## config.mk

```make
export PLATFORM = sky130hd
export DESIGN_NAME = scanner_link_flat
export DESIGN_NICKNAME = d
export VERILOG_FILES = /design/src/rtl/scanner_link_if.sv /design/src/rtl/scanner_link.sv /design/src/flat_wrapper.sv
export SDC_FILE = /design/constraint.sdc
export NUM_CORES = 1
export LEC_CHECK = 0
export ABC_CLOCK_PERIOD_IN_PS = 2300
export BUFFER_PORTS_ARGS = -buffer_cell sky130_fd_sc_hd__buf_2
export CORE_UTILIZATION = 55
export CTS_CLUSTER_SIZE = 16
export DETAILED_ROUTE_END_ITERATION = 8
export PLACE_DENSITY_LB_ADDON = 0.25
export SLEW_MARGIN = 20
export SYNTH_ARGS = -nofsm -noshare
export SYNTH_HDL_FRONTEND = slang
export SYNTH_SLANG_ARGS = --single-unit
```

## constraint.sdc

```tcl
create_clock -name clk -period 2.3 [get_ports clk]
set_input_delay 0.345 -clock clk [delete_from_list [all_inputs] [get_ports clk]]
set_output_delay 0.345 -clock clk [all_outputs]
set_load 0.01 [all_outputs]
```

## src/rtl/scanner_link_if.sv

```systemverilog
// Signal bundle for scanner_link: sample input, peer flow control, serial output and status.
interface scanner_link_if #(
    parameter int unsigned DEPTH  = 10,
    parameter int unsigned DATA_W = 8
);
    localparam int unsigned FILL_W = $clog2(DEPTH + 1);

    logic              start;
    logic              sample_valid;
    logic [DATA_W-1:0] sample_in;
    logic              peer_ready;
    logic              peer_half;
    logic              sclk_out;
    logic              sdata_out;
    logic [1:0]        state;
    logic [FILL_W-1:0] fill;
    logic              overflow;
    logic              xfer_done;

    modport master (
        output start, sample_valid, sample_in, peer_ready, peer_half,
        input  sclk_out, sdata_out, state, fill, overflow, xfer_done
    );

    modport slave (
        input  start, sample_valid, sample_in, peer_ready, peer_half,
        output sclk_out, sdata_out, state, fill, overflow, xfer_done
    );
endinterface

```

## src/rtl/scanner_link.sv

```systemverilog
// Sample buffer with threshold command frames and an LSB-first serial link that
// drains the buffer to a downstream peer behind a CMD_DATA header.
module scanner_link #(
    parameter int unsigned DEPTH     = 10,
    parameter int unsigned DATA_W    = 8,
    parameter int unsigned CMD_W     = 8,
    parameter int unsigned TH_READY  = 8,
    parameter int unsigned TH_START  = 9,
    parameter int unsigned CMD_READY = 2,
    parameter int unsigned CMD_START = 3,
    parameter int unsigned CMD_FULL  = 4,
    parameter int unsigned CMD_DATA  = 7
) (
    input  logic          clk,
    input  logic          rst,
    scanner_link_if.slave bus
);
    localparam int unsigned FILL_W  = $clog2(DEPTH + 1);
    localparam int unsigned IDX_W   = $clog2(DEPTH);
    localparam int unsigned FRAME_W = (CMD_W > DATA_W) ? CMD_W : DATA_W;
    localparam int unsigned BIT_W   = $clog2(FRAME_W + 1);

    typedef enum logic [1:0] {
        IDLE     = 2'd0,
        ACTIVE   = 2'd1,
        STANDBY  = 2'd2,
        TRANSFER = 2'd3
    } state_e;

    state_e               state_q, state_d;
    logic [FILL_W-1:0]    fill_q, fill_d;
    logic [FILL_W-1:0]    rd_ptr_q, rd_ptr_d;
    logic [2:0]           pending_q, pending_d;
    logic                 overflow_q, overflow_d;
    logic                 xfer_done_q, xfer_done_d;
    logic                 hdr_sent_q, hdr_sent_d;
    logic                 abort_q, abort_d;
    logic                 busy_q, busy_d;
    logic                 sclk_q, sclk_d;
    logic                 sdata_q, sdata_d;
    logic [FRAME_W-1:0]   shift_q, shift_d;
    logic [BIT_W-1:0]     bits_left_q, bits_left_d;

    logic [DATA_W-1:0]    buf_q [DEPTH];

    logic                 wr_en_c;
    logic [FILL_W-1:0]    fill_inc_c;
    logic                 boundary_c;
    logic                 load_c;
    logic [FRAME_W-1:0]   load_word_c;
    logic [BIT_W-1:0]     load_last_c;
    logic                 finish_c;

    // Next-state: controller, fill tracking, frame arbitration and serializer.
    always_comb begin
        state_d     = state_q;
        fill_d      = fill_q;
        rd_ptr_d    = rd_ptr_q;
        pending_d   = pending_q;
        overflow_d  = overflow_q;
        xfer_done_d = 1'b0;
        hdr_sent_d  = hdr_sent_q;
        abort_d     = abort_q;
        busy_d      = busy_q;
        sclk_d      = sclk_q;
        sdata_d     = sdata_q;
        shift_d     = shift_q;
        bits_left_d = bits_left_q;
        load_c      = 1'b0;
        load_word_c = '0;
        load_last_c = '0;
        finish_c    = 1'b0;

        wr_en_c    = bus.sample_valid && (state_q == ACTIVE) && (fill_q < FILL_W'(DEPTH));
        fill_inc_c = fill_q + FILL_W'(1);

        case (state_q)
            IDLE:     if (bus.start) state_d = ACTIVE;
            ACTIVE:   if (wr_en_c && (fill_inc_c == FILL_W'(DEPTH)))
                          state_d = bus.peer_ready ? TRANSFER : STANDBY;
            STANDBY:  if (bus.peer_ready || bus.peer_half) state_d = TRANSFER;
            TRANSFER: if (bus.peer_half) abort_d = 1'b1;
            default:  state_d = IDLE;
        endcase

        if (wr_en_c) begin
            fill_d = fill_inc_c;
            if (fill_inc_c == FILL_W'(TH_READY)) pending_d[0] = 1'b1;
            if (fill_inc_c == FILL_W'(TH_START)) pending_d[1] = 1'b1;
            if (fill_inc_c == FILL_W'(DEPTH))    pending_d[2] = 1'b1;
        end
        if (bus.sample_valid && !wr_en_c) overflow_d = 1'b1;

        // A boundary is either an idle link or the clock-high half of a frame's last bit.
        boundary_c = !busy_q || (sclk_q && (bits_left_q == '0));

        if (!boundary_c) begin
            if (!sclk_q) begin
                sclk_d = 1'b1;
            end else begin
                sclk_d      = 1'b0;
                sdata_d     = shift_q[0];
                shift_d     = shift_q >> 1;
                bits_left_d = bits_left_q - BIT_W'(1);
            end
        end else begin
            busy_d  = 1'b0;
            sclk_d  = 1'b0;
            sdata_d = 1'b0;
            if ((state_q == TRANSFER) && (abort_q || bus.peer_half)) begin
                finish_c = 1'b1;
            end else if (pending_q[0]) begin
                load_c       = 1'b1;
                load_word_c  = FRAME_W'(CMD_W'(CMD_READY));
                load_last_c  = BIT_W'(CMD_W - 1);
                pending_d[0] = 1'b0;
            end else if (pending_q[1]) begin
                load_c       = 1'b1;
                load_word_c  = FRAME_W'(CMD_W'(CMD_START));
                load_last_c  = BIT_W'(CMD_W - 1);
                pending_d[1] = 1'b0;
            end else if (pending_q[2]) begin
                load_c       = 1'b1;
                load_word_c  = FRAME_W'(CMD_W'(CMD_FULL));
                load_last_c  = BIT_W'(CMD_W - 1);
                pending_d[2] = 1'b0;
            end else if (state_q == TRANSFER) begin
                if (!hdr_sent_q) begin
                    load_c      = 1'b1;
                    load_word_c = FRAME_W'(CMD_W'(CMD_DATA));
                    load_last_c = BIT_W'(CMD_W - 1);
                    hdr_sent_d  = 1'b1;
                end else if (rd_ptr_q < fill_q) begin
                    load_c      = 1'b1;
                    load_word_c = FRAME_W'(buf_q[IDX_W'(rd_ptr_q)]);
                    load_last_c = BIT_W'(DATA_W - 1);
                    rd_ptr_d    = rd_ptr_q + FILL_W'(1);
                end else begin
                    finish_c = 1'b1;
                end
            end
        end

        if (load_c) begin
            busy_d      = 1'b1;
            sclk_d      = 1'b0;
            sdata_d     = load_word_c[0];
            shift_d     = load_word_c >> 1;
            bits_left_d = load_last_c;
        end

        if (finish_c) begin
            state_d     = IDLE;
            fill_d      = '0;
            rd_ptr_d    = '0;
            pending_d   = '0;
            hdr_sent_d  = 1'b0;
            abort_d     = 1'b0;
            xfer_done_d = 1'b1;
        end
    end

    always_ff @(posedge clk) begin
        if (rst) begin
            state_q     <= IDLE;
            fill_q      <= '0;
            rd_ptr_q    <= '0;
            pending_q   <= '0;
            overflow_q  <= 1'b0;
            xfer_done_q <= 1'b0;
            hdr_sent_q  <= 1'b0;
            abort_q     <= 1'b0;
            busy_q      <= 1'b0;
            sclk_q      <= 1'b0;
            sdata_q     <= 1'b0;
            shift_q     <= '0;
            bits_left_q <= '0;
        end else begin
            state_q     <= state_d;
            fill_q      <= fill_d;
            rd_ptr_q    <= rd_ptr_d;
            pending_q   <= pending_d;
            overflow_q  <= overflow_d;
            xfer_done_q <= xfer_done_d;
            hdr_sent_q  <= hdr_sent_d;
            abort_q     <= abort_d;
            busy_q      <= busy_d;
            sclk_q      <= sclk_d;
            sdata_q     <= sdata_d;
            shift_q     <= shift_d;
            bits_left_q <= bits_left_d;
        end
    end

    // Sample storage; contents need no reset since fill gates every read.
    always_ff @(posedge clk) begin
        if (wr_en_c) buf_q[IDX_W'(fill_q)] <= bus.sample_in;
    end

    assign bus.sclk_out  = sclk_q;
    assign bus.sdata_out = sdata_q;
    assign bus.state     = state_q;
    assign bus.fill      = fill_q;
    assign bus.overflow  = overflow_q;
    assign bus.xfer_done = xfer_done_q;

endmodule
```

## src/flat_wrapper.sv

```systemverilog
// flat-port wrapper written by rule: the top's interface ports become plain ports
module scanner_link_flat 
#(
    parameter int unsigned DEPTH     = 10,
    parameter int unsigned DATA_W    = 8,
    parameter int unsigned CMD_W     = 8,
    parameter int unsigned TH_READY  = 8,
    parameter int unsigned TH_START  = 9,
    parameter int unsigned CMD_READY = 2,
    parameter int unsigned CMD_START = 3,
    parameter int unsigned CMD_FULL  = 4,
    parameter int unsigned CMD_DATA  = 7
)
  (clk, rst, bus_start, bus_sample_valid, bus_sample_in, bus_peer_ready, bus_peer_half, bus_sclk_out, bus_sdata_out, bus_state, bus_fill, bus_overflow, bus_xfer_done);
  scanner_link_if #(.DEPTH(DEPTH), .DATA_W(DATA_W)) bus_i ();
  input  logic clk;
  input  logic rst;
  input wire logic [$bits(bus_i.start)-1:0] bus_start;
  input wire logic [$bits(bus_i.sample_valid)-1:0] bus_sample_valid;
  input wire logic [$bits(bus_i.sample_in)-1:0] bus_sample_in;
  input wire logic [$bits(bus_i.peer_ready)-1:0] bus_peer_ready;
  input wire logic [$bits(bus_i.peer_half)-1:0] bus_peer_half;
  output wire logic [$bits(bus_i.sclk_out)-1:0] bus_sclk_out;
  output wire logic [$bits(bus_i.sdata_out)-1:0] bus_sdata_out;
  output wire logic [$bits(bus_i.state)-1:0] bus_state;
  output wire logic [$bits(bus_i.fill)-1:0] bus_fill;
  output wire logic [$bits(bus_i.overflow)-1:0] bus_overflow;
  output wire logic [$bits(bus_i.xfer_done)-1:0] bus_xfer_done;
  assign bus_i.start = bus_start;
  assign bus_i.sample_valid = bus_sample_valid;
  assign bus_i.sample_in = bus_sample_in;
  assign bus_i.peer_ready = bus_peer_ready;
  assign bus_i.peer_half = bus_peer_half;
  assign bus_sclk_out = bus_i.sclk_out;
  assign bus_sdata_out = bus_i.sdata_out;
  assign bus_state = bus_i.state;
  assign bus_fill = bus_i.fill;
  assign bus_overflow = bus_i.overflow;
  assign bus_xfer_done = bus_i.xfer_done;
  scanner_link #(.DEPTH(DEPTH), .DATA_W(DATA_W), .CMD_W(CMD_W), .TH_READY(TH_READY), .TH_START(TH_START), .CMD_READY(CMD_READY), .CMD_START(CMD_START), .CMD_FULL(CMD_FULL), .CMD_DATA(CMD_DATA)) u_core (.clk(clk), .rst(rst), .bus(bus_i));
endmodule
```

* Word level (Yosys, flattened, before mapping)
Memories as Yosys holds them, arrays and structs flattened. A register that Yosys moved wholly into a read port is not among the register bits. Cells that the tools add are included.
Operators by class: $add $sub $neg 3, $lt $le $gt $ge 2, equal/unequal tests 10, multiplexer cells 65, bitwise logic cells 4, reduce and logical (&&, ||, !) cells 24
Operators by type and width (count):
- 8-bit 2-to-1 mux | 8
- 4-bit 2-to-1 mux | 12
- 1-bit 2-to-1 mux | 33
- 7-bit 2-to-1 mux | 3
- 4-bit equality test (second input constant) | 3
- 3-bit 2-to-1 mux | 4
- 4-bit by 1-bit adder with 4-bit output (second input constant) | 2
- 2-bit 2-to-1 mux | 4
- 8-bit AND reduction | 1
- 1-bit logical AND | 6
- 2-bit != test (second input constant) | 3
- 2-bit case mux with 3 select lines | 1
- 6-bit AND reduction | 1
- 3-bit nonzero test | 2
- 2-bit equality test (second input constant) | 2
- 4-bit logical NOT | 1
- 4-bit < comparator | 1
- 4-bit < comparator (second input constant) | 1
- 1-bit NOT | 4
- 2-bit AND reduction | 2
- 4-bit AND reduction | 1
- 2-bit nonzero test | 2
- 4-bit by 1-bit subtractor with 4-bit output (second input constant) | 1
- 1-bit logical OR | 3
- other kinds (6) | 7
Word-level totals: bits in registers 31, RAM bits 80, input port bits 14, memories 1
Memory list:
- u_core.buf_q | words 10, width 8, read ports 1, clocked after memory_dff 1, write ports 1, line scanner_link.sv:44 | logic [DATA_W-1:0] buf_q [DEPTH];

* Longest topological paths before layout
depth in word-level cells 11, mapped depth 9

* Worst setup path after synthesis
OpenSTA, ideal clock, no wires.
kind reg-to-reg, start point reg u_core.fill_q[2] (netlist: u_core.bus.fill[2]), end point reg with a tool-made name, library setup time 77 ps, data arrival time 2285 ps, data required time 2223 ps, setup slack -63 ps, stages on the path, launching flop included 9, path buffers 1, clock period less this slack 2363 ps, cell sequence dfxtp_1 -> clkbuf_1 -> inv_1 -> ha_1 -> o21a_1 -> nor2_1 -> o2111ai_4 -> or3_1 -> a21oi_1
RTL lines:
- start, declared | line scanner_link.sv:31 | logic [FILL_W-1:0] fill_q, fill_d;
- start signal, assigned | line scanner_link.sv:180 | fill_q <= fill_d;

* Worst setup path after layout
start point reg u_core.fill_q[1] (netlist: u_core.bus.fill[1]), end point reg u_core.shift_q[1]
On the way: cells in the longest elaborated chain, start to end 11, elaborated cells on any way between the ends 21
RTL lines:
- 4-bit < comparator (*) | line scanner_link.sv:133 | end else if (rd_ptr_q < fill_q) begin
- 1-bit 2-to-1 mux | line scanner_link.sv:133
- 1-bit 2-to-1 mux | line scanner_link.sv:128 | if (!hdr_sent_q) begin
- 1-bit 2-to-1 mux | line scanner_link.sv:127 | end else if (state_q == TRANSFER) begin
- 1-bit 2-to-1 mux | line scanner_link.sv:122 | end else if (pending_q[2]) begin
- 1-bit 2-to-1 mux | line scanner_link.sv:117 | end else if (pending_q[1]) begin
- 1-bit 2-to-1 mux | line scanner_link.sv:112 | end else if (pending_q[0]) begin
- 1-bit 2-to-1 mux | line scanner_link.sv:110 | if ((state_q == TRANSFER) && (abort_q || bus.peer_half)) begin
- 1-bit 2-to-1 mux | line scanner_link.sv:97 | if (!boundary_c) begin
- 2-bit != test (no line) / 2-bit nonzero test (equally long branches)
- 2-bit AND reduction (no line)
- end signal, assigned | line scanner_link.sv:190 | shift_q <= shift_d;
- end, declared | line scanner_link.sv:41 | logic [FRAME_W-1:0] shift_q, shift_d;
Mark *: on every way between the ends. The rest lies on a longest branch, timed or not. A chain may end at the register's enable or synchronous reset.

==> impl_metrics.py <==
metrics = {
    "cells_and_area": {
        "final_cells": 527,
        "final_layout_size_suffix_gt1_share_pct": 26.3,
        "num_antenna_cells": 0,
        "syn2layout_area_growth_pct": 19.5,
        "num-nets-final": 436,
        "num-fill-cells": 621,
        "final_util_pct": 68.0,
    },
    "timing": {
        "max_slew_margin_pct": 62.5,
        "final_hold_viol_count": 0,
        "unrepaired_setup_endpoints_after_global_routing": "no",
        "timing.final.max_slew_violations": 0,
        "finalCritPeriodShare_pct": 92.5,
        "timing.setup.tns_ns": 0,
        "worst_pin_slew_ns": 0.562,
        "clock.fmax_ghz": 0.470,
        "min_period_ns": 2.13,
        "final.setup_skew_ns": 0.0111,
        "finalSetupViolCount": 0,
    },
    "detailed_routing": {
        "iter_0_drt_violations": 237,
        "routedWlPerCell_um": 19.5,
        "dr_total_vias": 3146,
        "ant_nets": 0,
        "totalWireLength_mm": 10.3,
        "vias_per_cell": 5.97,
        "drt_first_pass_iters": 5,
        "drcViolationCount": 0,
    },
    "floorplanning": {
        "chipWidth_um": 97.2,
        "die_y_um": 97.2,
        "initial_utilization_pct": 56.9,
        "core_area_um2": 8760,
        "boundaryPins": 24,
        "floorplan.die_area_um2": 9450,
        "rows": 34,
    },
    "setup_path": {
        "timing.critical_path.from": "u_core.bus.fill[1]",
        "timing.reg2reg.setup_slack_ns": 0.17,
        "worst_ep_required_time_ns": 2.72,
        "crit_path_end_kind": "flop",
        "worstRegToRegCells": 7,
        "worst-endpoint-arrival_ns": 2.54,
        "r2r_start": "u_core.bus.fill[1]",
        "crit_path_start_kind": "flop",
        "worst-path-max-fanout": 9,
        "timing.rr.end": "u_core.shift_q[1]",
        "critical_path_class": "flop to flop",
    },
    "power": {
        "power.total_w": 0.00563,
        "p_per_area_nw_per_um2": 944,
        "power.share.clock_pct": 45.8,
        "net-switching-power_w": 0.00146,
        "pwr-share-comb_pct": 12.1,
        "static-leakage-power_nw": 2.08,
        "p_int_w": 0.00417,
        "swShare_pct": 25.9,
        "share_seq_of_total_power_pct": 42.1,
        "vdd.ir_drop.worst_uv": 932,
    },
    "hold_path": {
        "startpoint_of_the_worst_hold_path": "bus_sample_valid",
        "hp-class": "input port to flop",
        "worst_hold_path.endpoint": "u_core.bus.overflow",
        "hold_depth": 3,
    },
    "cts": {
        "ctsHoldBuffers": 0,
        "h_tree_depth": 4,
        "clock-sinks": 115,
        "clk_transition_reported_paths_ns": 0.06,
        "tritoncts": "built",
        "clkLatencyLatePin_ns": 0.52,
        "cts_inserted_buffers": 17,
        "clk_path_buf_depth": 2,
        "clock-root-buffer": "clkbuf_8",
    },
    "yosys": {
        "synth_top_flop_cell": "edfxtp_1",
        "synthesized_area_per_cell_um2": 14.1,
        "synthesis.instances": 353,
        "async_reset_ff_share_pct": 0,
        "ys_seq_area_share_pct": 62.2,
        "postSynthNetCount": 383,
        "synth.distinct_cells": 54,
        "yosys_register_bits": 115,
        "synthesized_area_um2": 4980,
        "ys_warn_count": 0,
        "synth_enable_flop_cells": 80,
    },
    "job": {
        "max_cap_viols": 0,
    },
    "place": {
        "dp.final_hpwl_mm": 6.25,
        "replace_congestion": 0.824,
        "input_output_buffers": 23,
        "numPlacedInstances": 495,
    },
    "global_routing": {
        "grt_max_degree": 19,
        "first_global_vias": 3070,
        "groute.usage.overall_pct": 23.5,
        "grt_pass1_wl_mm": 16.4,
        "antenna_violations_before_repair": 0,
        "grt_overflow_total": 0,
    },
    "status": {
        "outcome": "complete, no violations",
    },
}
[per-stage QoR]
| step | cell area, µm² | setup slack (ns) | hold WS [ns] |
|---|---|---|---|
| after floorplan | 4990 | 0.0146 | 0.444 |
| after global placement | 5370 | 0.260 | 0.447 |
| after detailed placement | 5370 | 0.180 | 0.458 |
| after CTS | 5950 | 0.147 | 0.0672 |
| after global routing | 5960 | 0.0371 | 0.111 |
| final | 5960 | 0.172 | 0.0822 |
[flip-flops by register name, indices dropped and copies added, names as in the netlist, 2 cells and up, named ones only]
name / cells
u_core.rd_ptr_q: 4
u_core.bits_left_q: 4
u_core.buf_q: 80
u_core.shift_q: 7
u_core.pending_q: 3
u_core.bus.fill: 4
u_core.bus.state: 2
[cells in the mapped netlist, types with 3 or more instances]
master | number | area, µm²
o211ai_1 | 3 | 22.5
or3_1 | 5 | 31.3
xor2_1 | 3 | 26.3
o221ai_1 | 4 | 35.0
a21o_1 | 3 | 22.5
a211oi_1 | 7 | 52.6
nor2_1 | 20 | 75.1
nor4_1 | 3 | 18.8
inv_1 | 20 | 75.1
ha_1 | 16 | 200
nand3_1 | 4 | 20.0
mux2_2 | 5 | 56.3
a21oi_1 | 22 | 110
and2_1 | 5 | 31.3
edfxtp_1 | 80 | 2400
a21boi_0 | 3 | 22.5
mux4_2 | 17 | 383
mux2i_1 | 8 | 80.1
and3_1 | 5 | 31.3
dfxtp_1 | 35 | 701
xnor2_1 | 3 | 26.3
nor3_1 | 4 | 20.0
a221oi_1 | 5 | 43.8
clkbuf_1 | 6 | 22.5
nand2_1 | 15 | 56.3
nor2b_1 | 3 | 18.8
nand2b_1 | 4 | 25.0
o21ai_0 | 11 | 55.1
[worst max-delay path, stage by stage, from the launching register on]
cell	delay (ns)
dfxtp_1	0.32
inv_1	0.07
ha_1	0.32
a2111oi_4	0.07
buf_4	0.17
or4_4	0.55
a22o_1	0.22
a221oi_1	0.29
[power by group through the flow]
stage	registers (W)	logic, W	clock network (W)
2_1_floorplan	0.00242	0.000441	0
3_3_place_gp	0.00241	0.000657	0
3_5_place_dp	0.00241	0.000673	0
4_1_cts	0.00237	0.000679	0.00262
5_1_grt	0.00238	0.000769	0.00271
6_report	0.00237	0.000682	0.00258
[how the worst max path moves through the flow]
stage                              to  depth (start not counted)
floorplan                        flop                          7
global route                     flop                          6
global placement    u_core.shift_q[4]                          7
detailed placement  u_core.shift_q[1]                          7
CTS                              flop                          6
finish              u_core.shift_q[1]                          7
[logic make-up after synthesis]
kind of cell             share of synthesized area [%]
multiplexers                                      10.4
buffers and inverters                             2.76
AO/OA/AOI/OAI                                     11.2
adder cells (fa/ha/maj)                           4.02
XOR/XNOR                                          1.05
AND/OR/NAND/NOR                                   8.31
flip-flops                                        62.2
[cells in the final DEF (no fill, tap or decap), types with 3 or more instances in the layout]
master and instances:
edfxtp_1 80, dfxtp_1 35, buf_2 23, a21oi_1 22, buf_4 22, inv_1 20
nor2_1 19, mux4_2 17, clkbuf_16 16, nand2_1 15, ha_1 15, o21ai_0 11
mux2i_1 8, a211oi_1 7, inv_6 7, and3_1 5, and2_1 5, or3_1 5
a221oi_1 5, mux2_2 5, nand3_1 4, nor3_1 4, o221ai_1 4, nand2b_1 4
nor2b_1 3, a21o_1 3, a21boi_0 3, o211ai_1 3, xor2_1 3, xnor2_1 3
clkinvlp_4 3
[routing by layer]
layer	routed length (µm)	global-route usage, %
met2	4990	36.2
met3	554	5.90
met5	0	0
met4	267	10.3
met1	4480	31.7
[cell type report]
| cell class | count | area [µm²] | area share, % |
|---|---|---|---|
| multi-input combinational | 206 | 1760 | 29.6 |
| inverter | 20 | 75.1 | 1.26 |
| timing repair buffer | 46 | 300 | 5.04 |
| sequential | 115 | 3100 | 52.1 |
| tap | 108 | 135 | 2.27 |
| clock inverter | 15 | 168 | 2.81 |
| clock buffer | 17 | 414 | 6.95 |
[repair_timing]
item / 4_1_cts / 5_1_grt
setup buffers: 0 / 0
endpoints found under the setup margin: 0 / 6
resized for setup: 0 / 2
Note: power is estimated with default switching activity, not from simulation.
